**src/rtl/keypad_scanner.sv**
```systemverilog
// 4x4 matrix keypad scanner: walks an active-low column drive, synchronizes the
// active-low rows, debounces one key at a time and reports its hex code.
module keypad_scanner #(
    parameter int SCAN_DIV       = 50000,
    parameter int DEBOUNCE_SCANS = 4
) (
    input  logic       clk,
    input  logic       rst,
    input  logic [3:0] i_rows,
    output logic [3:0] o_cols,
    output logic [3:0] o_key_code,
    output logic       o_key_valid,
    output logic       o_key_pressed
);

    localparam int DIV_W = (SCAN_DIV > 1) ? $clog2(SCAN_DIV) : 1;
    localparam int CNT_W = $clog2(DEBOUNCE_SCANS + 1);

    typedef enum logic [1:0] {
        SCAN     = 2'd0,
        DEBOUNCE = 2'd1,
        HELD     = 2'd2
    } state_t;

    state_t             state, state_n;
    logic [DIV_W-1:0]   div;
    logic [1:0]         col, col_n;
    logic [1:0]         row, row_n;
    logic [CNT_W-1:0]   deb_cnt, deb_n;
    logic [CNT_W-1:0]   rel_cnt, rel_n;
    logic [3:0]         rows_meta, rows_sync;
    logic [3:0]         code, code_n;
    logic               valid, valid_n;
    logic               pressed, pressed_n;

    logic               tick;
    logic               any_low;
    logic [1:0]         win_row;
    logic               row_low;
    logic [CNT_W-1:0]   deb_inc, rel_inc;

    function automatic logic [3:0] key_map(input logic [1:0] r, input logic [1:0] c);
        logic [3:0] k;
        case ({r, c})
            4'b00_00: k = 4'h1;
            4'b00_01: k = 4'h2;
            4'b00_10: k = 4'h3;
            4'b00_11: k = 4'hA;
            4'b01_00: k = 4'h4;
            4'b01_01: k = 4'h5;
            4'b01_10: k = 4'h6;
            4'b01_11: k = 4'hB;
            4'b10_00: k = 4'h7;
            4'b10_01: k = 4'h8;
            4'b10_10: k = 4'h9;
            4'b10_11: k = 4'hC;
            4'b11_00: k = 4'hE;
            4'b11_01: k = 4'h0;
            4'b11_10: k = 4'hF;
            default:  k = 4'hD;
        endcase
        return k;
    endfunction

    // Rows are asynchronous to clk; only the second flop is ever looked at.
    always_ff @(posedge clk or posedge rst) begin
        if (rst) begin
            rows_meta <= 4'hF;
            rows_sync <= 4'hF;
        end else begin
            rows_meta <= i_rows;
            rows_sync <= rows_meta;
        end
    end

    always_ff @(posedge clk or posedge rst) begin
        if (rst)
            div <= '0;
        else if (tick)
            div <= '0;
        else
            div <= div + DIV_W'(1);
    end

    assign tick    = (div == DIV_W'(SCAN_DIV - 1));
    assign any_low = ~&rows_sync;
    assign row_low = ~rows_sync[row];
    assign deb_inc = deb_cnt + CNT_W'(1);
    assign rel_inc = rel_cnt + CNT_W'(1);

    always_comb begin
        win_row = 2'd3;
        if (!rows_sync[2]) win_row = 2'd2;
        if (!rows_sync[1]) win_row = 2'd1;
        if (!rows_sync[0]) win_row = 2'd0;
    end

    always_comb begin
        state_n   = state;
        col_n     = col;
        row_n     = row;
        deb_n     = deb_cnt;
        rel_n     = rel_cnt;
        code_n    = code;
        valid_n   = 1'b0;
        pressed_n = pressed;
        case (state)
            SCAN: begin
                if (tick) begin
                    if (any_low) begin
                        row_n   = win_row;
                        deb_n   = CNT_W'(1);
                        state_n = DEBOUNCE;
                    end else begin
                        col_n = col + 2'd1;
                    end
                end
            end
            DEBOUNCE: begin
                if (tick) begin
                    if (row_low) begin
                        deb_n = deb_inc;
                        if (deb_inc == CNT_W'(DEBOUNCE_SCANS)) begin
                            code_n    = key_map(row, col);
                            valid_n   = 1'b1;
                            pressed_n = 1'b1;
                            rel_n     = '0;
                            state_n   = HELD;
                        end
                    end else begin
                        state_n = SCAN;
                        col_n   = col + 2'd1;
                    end
                end
            end
            HELD: begin
                // Only the latched row matters; other rows in this column are ignored.
                if (tick) begin
                    if (row_low) begin
                        rel_n = '0;
                    end else if (rel_inc == CNT_W'(DEBOUNCE_SCANS)) begin
                        rel_n     = '0;
                        pressed_n = 1'b0;
                        state_n   = SCAN;
                        col_n     = col + 2'd1;
                    end else begin
                        rel_n = rel_inc;
                    end
                end
            end
            default: begin
                state_n = SCAN;
            end
        endcase
    end

    always_ff @(posedge clk or posedge rst) begin
        if (rst) begin
            state   <= SCAN;
            col     <= 2'd0;
            row     <= 2'd0;
            deb_cnt <= '0;
            rel_cnt <= '0;
            code    <= 4'h0;
            valid   <= 1'b0;
            pressed <= 1'b0;
        end else begin
            state   <= state_n;
            col     <= col_n;
            row     <= row_n;
            deb_cnt <= deb_n;
            rel_cnt <= rel_n;
            code    <= code_n;
            valid   <= valid_n;
            pressed <= pressed_n;
        end
    end

    assign o_cols        = ~(4'b0001 << col);
    assign o_key_code    = code;
    assign o_key_valid   = valid;
    assign o_key_pressed = pressed;

endmodule
```
**config.mk**
```make
export PLATFORM = sky130hd
export DESIGN_NAME = keypad_scanner
export DESIGN_NICKNAME = d
export VERILOG_FILES = /design/src/rtl/keypad_scanner.sv
export SDC_FILE = /design/constraint.sdc
export NUM_CORES = 1
export LEC_CHECK = 0
export ABC_CLOCK_PERIOD_IN_PS = 2300
export BUFFER_PORTS_ARGS = -buffer_cell sky130_fd_sc_hd__buf_4
export CAP_MARGIN = 25
export CORE_MARGIN = 2
export CORE_UTILIZATION = 30
export CTS_CLUSTER_DIAMETER = 200
export DETAILED_ROUTE_END_ITERATION = 7
export GPL_TIMING_DRIVEN = 0
export PLACE_DENSITY = 0.47
export SLEW_MARGIN = 15
export SYNTH_ARGS = -nofsm -noshare
export SYNTH_HDL_FRONTEND = slang
export SYNTH_SLANG_ARGS = --single-unit
```
**constraint.sdc**
```tcl
create_clock -name clk -period 2.3 [get_ports clk]
set_clock_uncertainty 0.1 [all_clocks]
set_input_delay 0.46 -clock clk [delete_from_list [all_inputs] [get_ports clk]]
set_output_delay 0.46 -clock clk [all_outputs]
set_load 0.05 [all_outputs]
```
==> impl_metrics.tcl <==
set metrics [dict create \
    final_net_count 227 \
    met3_usage_pct 2.38 \
    power.leakage_nw 1.08 \
    synth-seq-cells 42 \
    vdd_drop_max_uv 241 \
    grt_pass1_vias 1367 \
    die_x_um 86.8 \
    via_per_inst 4.79 \
    clk-insertion-delay-late_ps 290 \
    path_class "register to register" \
    r2r_start "row[0]" \
    fin_crit_sh_pct 92.4 \
    cpPeakStageDelay_ps 460 \
    relSlewSlack_pct 62.5 \
    dieHeight_um 86.8 \
    cp.required_ps 2370 \
    placementRows 30 \
    synthTopCellsByArea "dfrtp_1, dfstp_2, ha_1" \
    layout-drive-gt1-share_pct 20.9 \
    layout_setup_ws_ps 175 \
    setup_violations 0 \
    async_reset_ff_share_pct 100 \
    top_usage_layer "met2" \
    crit_chain "mux4_2 > inv_1 > a211o_1 > a21oi_1 > mux2_2" \
    cp-start-kind "register" \
    synth_top_area_cell "dfrtp_1" \
    antenna_found_initial 0 \
    grt-ovfl-total 0 \
    rsz0062_at_grt "false" \
    yosysUniqueCellTypes 42 \
    synth_top_area_share_pct 41.3 \
    cts_buffers 5 \
    drc_errors 0 \
    ys_warn_count 0 \
    dp_slack_ps 33.3 \
    slowest_stage "dfrtp_1" \
    synthCells 185 \
    critical_path.endpoint_type "register" \
    vias 1395 \
    grt_max_degree 24 \
    htree_levels 2 \
    path_buf_inv 1 \
    cts_tree "built" \
    initial_core_util_pct 30.6 \
    use_met2_pct 16.0 \
    cts_root_buf "clkbuf_8" \
    crit_family "multiplexers" \
    grtUsageTotal_pct 10.8 \
    die-area_mm2 0.00754 \
    startpoint "row[0]" \
    seq_area_frac_synth_pct 51.6 \
    coreArea_mm2 0.00672 \
    portBuffers 15 \
    pin_count 16 \
    drt-initial-drc-count 68 \
    wl_per_cell_um 12.5 \
    grt_use_met1_pct 15.2 \
    hpwl_mm 2.60 \
    clock.fmax_ghz 0.471 \
    slew_violations 0 \
    grt_pass1_wl_mm 6.41 \
    drt_first_pass_iters 4 \
    arrival_ps 2200 \
    tightest_slew_ps 557 \
    synth_fp_nets 202 \
    power_density_mw_per_mm2 563 \
    netlist_area_mm2 0.00206 \
    max_cap_violations 0 \
    setup_tns_ps 0 \
    hold_violations 0 \
    numClockSinks 42 \
    syn_avg_cell_area_um2 11.1 \
    crit_path_max_fanout 7 \
    clk_pin_slew_ps 80 \
    fillers 676 \
    status "finished, final reports clean" \
    ys.flop_type "dfrtp_1" \
    hp-class "primary input to asynchronous set/reset pin" \
    drtAntennaViolNets 0 \
    syn2layout_area_growth_pct 17.6 \
    antennaDiodeCount 0 \
    gp_congestion 0.725 \
    finalWirelength_mm 3.63 \
    clock_path_buffers 2 \
    synth_edf_count 0 \
    period_needed_ps 2120 \
]
## routing by layer
layer  routed length [um]  part of all wire (%)  vias to the layer above
li1                     -                     -                      694
met1                 1880                    52                      680
met2                 1590                    44                       16
met3                   95                   2.6                        5
met5                    0                     0                        -
met4                   57                   1.6                        0
## metrics by stage
stage | hold slack [ps] | area (um2) | util (%) | total power [W] | instances
2_1_floorplan | 245 | 2060 | - | 0.000784 | 185
3_3_place_gp | 247 | 2270 | 33.8 | 0.000798 | 280
3_5_place_dp | 247 | 2300 | 34.2 | 0.000804 | 281
4_1_cts | 91.8 | 2400 | 35.8 | 0.00138 | 289
5_1_grt | 110 | 2420 | 36.0 | 0.00142 | 291
6_report | 86.4 | 2420 | 36.0 | 0.00136 | 291
## sequential cells by signal, indices dropped and copies added, names as in the netlist
register	count
o_key_valid	1
rows_sync	4
deb_cnt	3
rel_cnt	3
o_key_code	4
rows_meta	4
state	2
row	2
div	16
col	2
o_key_pressed	1
## repair_timing
item	4_1_cts	5_1_grt
buffers inserted	0	2
gates resized for setup	0	3
setup endpoints to repair	0	8
hold buffers	0	0
## power by group
part,internal [W],switching [W]
Combinational,0.0000132,0.0000205
Sequential,0.000751,0.00000366
Clock,0.000325,0.000249
Total,0.00109,0.000273
## cells in the final DEF, fill, tap and decap left out, types with 5 or more instances in the layout
| cell | instances |
|---|---|
| nand2_1 | 13 |
| ha_1 | 11 |
| mux2i_1 | 8 |
| inv_1 | 12 |
| nand2b_1 | 5 |
| nand3_1 | 8 |
| xnor2_1 | 6 |
| xor2_1 | 8 |
| dfrtp_1 | 34 |
| dfstp_2 | 8 |
| nor2_1 | 10 |
| o21ai_0 | 7 |
| a21oi_1 | 8 |
| clkbuf_8 | 5 |
| buf_4 | 17 |
## cell usage after synthesis (all sizes together) (2+ instances only)
| master | instances |
|---|---|
| a21oi | 8 |
| nand3b | 2 |
| o21ai | 11 |
| nor2 | 10 |
| clkbuf | 2 |
| ha | 11 |
| dfstp | 8 |
| dfrtp | 34 |
| nand3 | 8 |
| xor2 | 8 |
| xnor2 | 6 |
| o41ai | 2 |
| nand2b | 5 |
| mux2i | 8 |
| nand4 | 4 |
| nor2b | 2 |
| inv | 13 |
| and3 | 3 |
| buf | 2 |
| mux2 | 2 |
| mux4 | 2 |
| nor4bb | 2 |
| nand2 | 13 |
| nor3 | 3 |
## worst register-to-register path: stages, from the launching register on
cell	delay (ps)
dfrtp_1	460
mux4_2	460
inv_1	90
a211o_1	290
a21oi_1	250
mux2_2	360
## area by class of cell
type	instances	area (um2)	area share, %
clock buffers	7	76.3	3.15
inverters	14	53.8	2.22
multi-input cells	125	920	38.0
repair buffers	18	155	6.41
clock inverters	1	30.0	1.24
well taps	80	100	4.13
plain buffers	4	25.0	1.03
flip-flops and latches	42	1060	43.8
## final timing paths
path	slack [ps]	cells after the start	endpoint
max	180	5	col[1]
max reg2reg	180	5	col[1]
max in group asynchronous	1470	3	rows_sync[3]
min reg2reg	260	0	rows_sync[2]
min in group clk	170	1	rows_meta[3]
min	90	2	row[1]
## cells by family after synthesis
family / after synthesis / synth area share, %
simple gates: 58 / 15.4
fa+ha+maj: 11 / 6.69
compound gates: 30 / 9.42
xor+xnor: 14 / 5.96
buf+inv: 18 / 3.77
mux: 12 / 7.17
flops: 42 / 51.6
Power figures use the tool's default switching activity.
